### config.mk
export PLATFORM = sky130hd
export DESIGN_NAME = countdown_alarm
export DESIGN_NICKNAME = d
export VERILOG_FILES = /design/src/rtl/countdown_alarm_pkg.sv /design/src/rtl/countdown_alarm_beep_pattern.sv /design/src/rtl/countdown_alarm.sv
export SDC_FILE = /design/constraint.sdc
export NUM_CORES = 1
export LEC_CHECK = 0
export ABC_AREA = 0
export CAP_MARGIN = 20
export CORE_UTILIZATION = 50
export CTS_CLUSTER_SIZE = 8
export DETAILED_ROUTE_END_ITERATION = 7
export PLACE_DENSITY = 0.78
export SLEW_MARGIN = 20
export SYNTH_ARGS = -nofsm -noshare
export SYNTH_HDL_FRONTEND = slang
export SYNTH_SLANG_ARGS = --single-unit
### constraint.sdc
create_clock -name clk -period 4.78 [get_ports clk]
set_clock_uncertainty 0.2 [all_clocks]
set_input_delay 0.956 -clock clk [delete_from_list [all_inputs] [get_ports clk]]
set_output_delay 0.956 -clock clk [all_outputs]
set_load 0.05 [all_outputs]
### src/rtl/countdown_alarm_pkg.sv
// rtl/countdown_alarm_pkg.sv - shared state encodings and default timing for the countdown alarm
package countdown_alarm_pkg;

    typedef logic [1:0] cd_state_t;

    localparam cd_state_t CD_IDLE   = 2'd0;
    localparam cd_state_t CD_RUN    = 2'd1;
    localparam cd_state_t CD_PAUSED = 2'd2;
    localparam cd_state_t CD_DONE   = 2'd3;

    localparam int LIMITED_TIME = 60;
    localparam int BEEP_LIMIT   = 10;
    localparam int BEEP_ONE     = 6;
    localparam int BEEP_TWO     = 3;

    localparam logic [11:0] COLOR_SAFE    = 12'h0F6;
    localparam logic [11:0] COLOR_EXPIRED = 12'hF06;

endpackage

### src/rtl/countdown_alarm_beep_pattern.sv
// rtl/countdown_alarm_beep_pattern.sv - warning-beep stage select and phase pattern match
module beep_pattern
    import countdown_alarm_pkg::*;
#(
    parameter int SEC_W      = 10,
    parameter int PH_W       = 3,
    parameter int WARN_SEC   = BEEP_LIMIT,
    parameter int STAGE1_SEC = BEEP_ONE,
    parameter int STAGE2_SEC = BEEP_TWO
) (
    input  logic [SEC_W-1:0] time_left,
    input  logic [PH_W-1:0]  phase,
    output logic             hit
);

    localparam logic [SEC_W-1:0] WARN_T = SEC_W'(WARN_SEC);
    localparam logic [SEC_W-1:0] S1_T   = SEC_W'(STAGE1_SEC);
    localparam logic [SEC_W-1:0] S2_T   = SEC_W'(STAGE2_SEC);

    generate
        if (!(STAGE2_SEC <= STAGE1_SEC && STAGE1_SEC <= WARN_SEC) || PH_W < 2) begin : g_bad_cfg
            $error("beep_pattern: stage thresholds out of order or phase too narrow");
        end
    endgenerate

    // Slow stage fires on the last phase of the second, faster stages every 4th / 2nd phase.
    always_comb begin
        hit = 1'b0;
        if (time_left < WARN_T) begin
            if (time_left >= S1_T)
                hit = &phase;
            else if (time_left >= S2_T)
                hit = &phase[1:0];
            else
                hit = phase[0];
        end
    end

endmodule

### src/rtl/countdown_alarm.sv
// rtl/countdown_alarm.sv - limited-mode countdown timer with pause, warning beeps, expiry alarm and score colour
module countdown_alarm
    import countdown_alarm_pkg::*;
#(
    parameter int SEC_W       = 10,
    parameter int LIMIT       = LIMITED_TIME,
    parameter int TICK_DIV    = 8,
    parameter int WARN_SEC    = BEEP_LIMIT,
    parameter int STAGE1_SEC  = BEEP_ONE,
    parameter int STAGE2_SEC  = BEEP_TWO,
    parameter int ALARM_TICKS = 8
) (
    input  logic             clk,
    input  logic             rst,
    input  logic             tick,
    input  logic             start,
    input  logic             pause,
    input  logic             win,
    input  logic             mute,
    output logic [SEC_W-1:0] time_left,
    output logic             expired,
    output logic             done,
    output logic             beep,
    output logic [11:0]      score_color
);

    localparam int PH_W = $clog2(TICK_DIV);
    localparam int AL_W = $clog2(ALARM_TICKS + 1);

    localparam logic [SEC_W-1:0] LIMIT_T = SEC_W'(LIMIT);
    localparam logic [PH_W-1:0]  PH_LAST = PH_W'(TICK_DIV - 1);
    localparam logic [AL_W-1:0]  ALARM_T = AL_W'(ALARM_TICKS);

    cd_state_t       state;
    logic [PH_W-1:0] phase;
    logic [AL_W-1:0] alarm_cnt;
    logic            alarmed;
    logic            beep_q;
    logic            hit;
    logic            beep_act;

    beep_pattern #(
        .SEC_W      (SEC_W),
        .PH_W       (PH_W),
        .WARN_SEC   (WARN_SEC),
        .STAGE1_SEC (STAGE1_SEC),
        .STAGE2_SEC (STAGE2_SEC)
    ) u_beep_pattern (
        .time_left (time_left),
        .phase     (phase),
        .hit       (hit)
    );

    always_comb begin
        beep_act = 1'b0;
        case (state)
            CD_RUN:  beep_act = hit;
            CD_DONE: beep_act = alarmed && (alarm_cnt != '0);
            default: beep_act = 1'b0;
        endcase
    end

    // alarmed separates expiry from a win, which both end in DONE but sound and colour differently.
    always_ff @(posedge clk or negedge rst) begin
        if (!rst) begin
            state     <= CD_IDLE;
            time_left <= LIMIT_T;
            phase     <= '0;
            alarm_cnt <= '0;
            alarmed   <= 1'b0;
            expired   <= 1'b0;
            beep_q    <= 1'b1;
        end else begin
            expired <= 1'b0;
            beep_q  <= ~beep_act;
            if (start) begin
                state     <= CD_RUN;
                time_left <= LIMIT_T;
                phase     <= '0;
                alarm_cnt <= '0;
                alarmed   <= 1'b0;
            end else begin
                case (state)
                    CD_RUN: begin
                        if (win) begin
                            state   <= CD_DONE;
                            alarmed <= 1'b0;
                        end else if (pause) begin
                            state <= CD_PAUSED;
                        end else if (tick) begin
                            phase <= phase + PH_W'(1);
                            if (phase == PH_LAST && time_left != '0) begin
                                time_left <= time_left - SEC_W'(1);
                                if (time_left == SEC_W'(1)) begin
                                    state     <= CD_DONE;
                                    expired   <= 1'b1;
                                    alarm_cnt <= ALARM_T;
                                    alarmed   <= 1'b1;
                                end
                            end
                        end
                    end
                    CD_PAUSED: begin
                        if (win) begin
                            state   <= CD_DONE;
                            alarmed <= 1'b0;
                        end else if (!pause) begin
                            state <= CD_RUN;
                        end
                    end
                    CD_DONE: begin
                        if (tick && alarm_cnt != '0)
                            alarm_cnt <= alarm_cnt - AL_W'(1);
                    end
                    default: ;
                endcase
            end
        end
    end

    assign done = (state == CD_DONE);
    assign beep = beep_q | mute;

    always_comb begin
        score_color = COLOR_SAFE;
        if (state == CD_DONE && alarmed)
            score_color = COLOR_EXPIRED;
        else if (time_left < SEC_W'(16))
            score_color = {4'hF - time_left[3:0], time_left[3:0], 4'h6};
    end

endmodule
After elaboration in Yosys (flattened, before gate mapping)
Index checks and enable logic that the tools add are counted.
{"block": "totals", "regBits": 22, "in_bits": 7, "out_inout_bits": 25, "word_cells": 106}
{"block": "classes", "n_addsub": 4, "magnitude_cmp": 4, "eq_ne": 22, "mux": 49, "n_bitwise": 2, "n_reduce_logical": 18}
{"cell": "$mux 10", "count": 6}
{"cell": "$mux 4", "count": 7}
{"cell": "$mux 12", "count": 2}
{"cell": "$ne 4x4->1 const B", "count": 5}
{"cell": "$ne 3x3->1 const B", "count": 6}
{"cell": "$mux 1", "count": 17}
{"cell": "$mux 2", "count": 8}
{"cell": "$mux 3", "count": 5}
{"cell": "$ne 5x5->1 const B", "count": 3}
{"cell": "$eq 10x1->1 const B", "count": 1}
{"cell": "$ge 10x2->1 const B", "count": 1}
{"cell": "$ge 10x3->1 const B", "count": 1}
{"cell": "$lt 10x4->1 const B", "count": 1}
{"cell": "$lt 10x5->1 const B", "count": 1}
{"cell": "$reduce_and 5->1", "count": 2}
{"cell": "$reduce_bool 10->1", "count": 1}
{"cell": "$sub 10x1->10 const B", "count": 1}
{"cell": "$pmux 4 s2", "count": 1}
{"cell": "$reduce_and 7->1", "count": 1}
{"cell": "$reduce_and 6->1", "count": 1}
{"cell": "$reduce_bool 2->1", "count": 3}
{"cell": "$reduce_bool 3->1", "count": 2}
{"cell": "$eq 2x2->1 const B", "count": 2}
{"cell": "$logic_and 1x1->1", "count": 4}
{"cell": "other kinds (15)", "count": 17}

Depth between registers and ports, before layout
{"block": "depth", "word_depth": 8, "ltp_mapped": 6}

Modules after synthesis
Synthesis repeated with hierarchy kept, for this count alone.
{"block": "hier_totals", "cells_unflattened": 173, "area_unflattened_um2": 1550.2}
{"mod": "countdown_alarm", "instances": 1, "cells_per_inst": 164, "area_each_um2": 1477.7, "seq_area_each_um2": 556.8}
{"mod": "beep_pattern", "instances": 1, "cells_per_inst": 9, "area_each_um2": 72.6, "seq_area_each_um2": 0.0}

Least setup slack after synthesis
No wires, ideal clock.
{"block": "synth_timing", "path_kind": "reg2out", "from": "reg time_left[6]", "to": "out score_color[7]", "arrival_time_ns": 3.382, "setup_slack_ns": 0.242, "stages_incl_launch_ff": 6, "path_cell_list": "dfrtp_1 -> or4_4 -> buf_6 -> or3_1 -> o21ai_0 -> inv_1"}
{"block": "synth_via", "elab_chain_cells": 3}
{"element": "start: declaration", "line": "countdown_alarm.sv:20", "source": "output logic [SEC_W-1:0] time_left,"}
{"element": "start signal: assignment", "line": "countdown_alarm.sv:93", "source": "time_left <= time_left - SEC_W'(1);"}
{"element": "$lt 10x5->1", "line": "countdown_alarm.sv:128", "source": "else if (time_left < SEC_W'(16))"}
{"element": "$mux 12", "line": "countdown_alarm.sv:128"}
{"element": "$mux 12", "line": "countdown_alarm.sv:126", "source": "if (state == CD_DONE && alarmed)"}
{"element": "end: declaration", "line": "countdown_alarm.sv:24", "source": "output logic [11:0] score_color"}
Every way passes these cells.

Worst setup path after layout
{"block": "layout_timing", "from": "reg time_left[5]", "to": "out score_color[11]"}
Same word-level chain as after synthesis.

==> results by group <==
GRT
  – First-pass GRT wire length: between 6 and 7 mm
  – Largest net degree at the start of global routing: 23
  – GRT Overall Usage: 0.238
  – Grt ovf: 0
  – Vias in the first global route: roughly 1300
  – Initial antenna violation count: 0

Place
  – Buffers on Ports: 27
  – Place WS: approximately 1200 ps
  – DP HPWL: approximately 2.6 mm
  – Placer Congestion: about 0.88
  – Placed cell count: around 230

Timing
  – Min Tclk post-route: just under 4000 ps
  – Final worst setup slack: between 800 and 900 ps
  – RSZ-0062 raised after global routing: false
  – Rel. slew slack: 0.522
  – Hold slack: between 300 and 400 ps
  – Worst-Margin Slew: 711 ps
  – Max-slew violations: 0
  – Period utilization: 0.829
  – Fin Setup TNS: 0 ps
  – Fin. Hold Viols: 0
  – Final setup viols: 0
  – FMAX: about 250 MHz

Setup path
  – Crit-path max FO: 7
  – Crit Reg-Reg Endpoint: time_left[8]$_DFFE_PN0P_
  – Worst setup EP type: output port
  – CP max stage delay: roughly 840 ps
  – Critical-path top delay cell: clkdlybuf4s50_1
  – Critical path buffers and inverters: 1
  – R2R Setup Slk: 2320 ps
  – CP Class: register to output port
  – CP Launch Type: register
  – Worst Path Arrival: 2810 ps
  – Critical-path cell list: or4_4 -> or3_1 -> o21ai_0 -> clkdlybuf4s50_1
  – Launch point of the worst reg-to-reg path: state[1]$_DFFE_PN0P_
  – Worst Path Required: approximately 3600 ps
  – R2R cell count: 4
  – CP delay by family, top: simple AND/OR/NAND/NOR gates

Power
  – Combinational share of power: 0.134
  – Sequential share of power: 0.558
  – Static leakage: 0.697 nW
  – Clock Power Share: 0.308
  – Max VDD drop: 0.000136 V
  – Sw power: 0.0954 mW
  – Sw frac: 0.278
  – Internal power: between 0.2 and 0.25 mW
  – Power Dens Cells: between 150 and 200 nW/um2

Synthesis
  – Primary FF master, synth: dfrtp_1
  – Avg Inst Size Synth: 8.68 um2
  – Seq cells post-synth: 22
  – Post-synth cell types: 44
  – Sequential area share after synthesis: 0.364
  – Dominant cells by area after synthesis: dfrtp_1, dfstp_2, ha_1, or4_1, or3_1
  – Post-Syn Area: 1530 um2
  – FFs w/ async S/R, synth: 1.00
  – Yosys top cell by area: dfrtp_1
  – Post-synth top area share: 0.278
  – Post-synth EDFFs: 0
  – Syn. warnings: 0
  – Cells after synthesis: ~180

Clocking
  – Worst-path clk slew: 130 ps
  – Number of CTS-inserted buffers: 3
  – Total setup buffers inserted after CTS: 0
  – Post-cts hold buffer count: 0
  – CTS Root Cell: clkbuf_4
  – CTS Buffer Depth: 2
  – Htree depth: 1
  – Clk sinks: 22
  – Clock latency at the later pin of the worst-skew pair: between 300 and 400 ps
  – TritonCTS clock tree: done
  – Cts repair resizes: 0

Final layout
  – Core Util, Final: 0.640
  – N_diodes: 0
  – Area Overhead vs Synth: 18.6%
  – Fin nets: 214
  – Share of cells above drive strength 1: 0.0859
  – Fill cells: approximately 260
  – Final Non-Filler Cells: 229

Min path
  – Worst hold path class: register to register
  – Hold Path Origin: phase[1]$_DFFE_PN0P_
  – Hold Path Depth: 2
  – Hold path endpoint: phase[1]$_DFFE_PN0P_

Drt
  – Drt total wl: 3.61 mm
  – # DRC: 4
  – Via count: roughly 1400
  – Vias per cell: between 6 and 7
  – Drt initial violations: around 60
  – DRT Pass-1 Iters: 6
  – DR WL/cell: roughly 16 um
  – ANT nets after route: 0

Floorplanning
  – Die ar.: roughly 3300 um2
  – Die Width: 57.3 um
  – Die Y: between 50 and 60 um
  – Boundary Pins: 32
  – Core area: 2830 um2
  – # rows: 19
  – Initial Util: 0.540

Outcome
  – Failing checks: design-rule violations
  – Status: finished with violations

Run
  – Max_cap viols: 0
## layout make-up
cell class                      count  area (um2)  area share
Multi-Input combinational cell    131         862       0.476
Sequential cell                    22         557       0.307
Timing Repair Buffer               27         265       0.146
Inverter                           14        52.6      0.0290
Tap cell                           31        38.8      0.0214
Clock buffer                        4        36.3      0.0200
## cell usage in the layout (no fill, tap or decap), types with 4 or more instances in the layout
cell	n
ha_1	8
nand3_1	10
clkdlybuf4s50_1	26
conb_1	4
dfrtp_1	17
inv_1	14
nand2_1	11
or3_1	9
nor4_1	5
a21oi_1	11
o31ai_1	5
nor2_1	10
dfstp_2	5
o21ai_0	7
or4_1	8
## cells by family after synthesis
logic type      Yosys count  share of synthesized area
compound gates           38                      0.165
other cells               2                    0.00492
simple gates             76                      0.292
xor+xnor                  1                    0.00573
mux                       3                     0.0197
buf+inv                  25                     0.0762
fa+ha+maj                 9                     0.0721
flops                    22                      0.364
## tightest hold or removal path: stages (launching register included)
cell     delay [ps]
dfrtp_1         400
nand2_1          60
a21oi_1          60
## metal layers
layer  track usage  share of wire  vias up
li1              -              -      682
met1         0.337           0.48      662
met2         0.388           0.48       39
met3        0.0204          0.031        4
met4        0.0732         0.0075        0
met5             0              0        -
## Yosys cell counts, types with 2 or more instances
cell type  instances
a21oi_1           11
a22oi_1            2
buf_4              4
clkbuf_1           6
conb_1             2
dfrtp_1           17
dfstp_2            5
ha_1               8
inv_1             14
mux2i_1            3
nand2_1           11
nand2b_1           3
nand3_1           10
nand4_1            3
nor2_1            10
nor2b_1            3
nor3_1             2
nor4_1             5
o21a_1             3
o21ai_0            7
o31a_1             3
o31ai_1            5
or2_2              3
or3_1              9
or4_1              8
## power groups by stage
stage	registers, mW	clock network [mW]	logic [mW]
floorplan	0.193	0	0.0336
global placement	0.195	0	0.0458
detailed placement	0.195	0	0.0466
CTS	0.192	0.111	0.0466
global route	0.192	0.118	0.0500
finish	0.192	0.106	0.0460
## worst max path at each step
stage / endpoint / depth (start not counted) / start
after global routing: score_color[11] / 4 / time_left[5]$_DFFE_PN1P_
after global placement: score_color[11] / 4 / time_left[5]$_DFFE_PN1P_
final: score_color[11] / 4 / time_left[5]$_DFFE_PN1P_
after floorplan: score_color[7] / 5 / time_left[6]$_DFFE_PN0P_
after detailed placement: score_color[11] / 4 / time_left[5]$_DFFE_PN1P_
after CTS: score_color[11] / 4 / time_left[5]$_DFFE_PN1P_
## sequential cells by signal, summed over array words and instances (netlist names)
name,flops
time_left,10
expired,1
beep_q,1
state,2
phase,3
alarm_cnt,4
alarmed,1
## metrics by stage
stage               power (mW)  cell area (um2)
finish                   0.343             1810
global route             0.360             1810
CTS                      0.349             1820
global placement         0.241             1780
detailed placement       0.242             1780
floorplan                0.227             1540
Note: power is estimated with default switching activity, not from simulation.
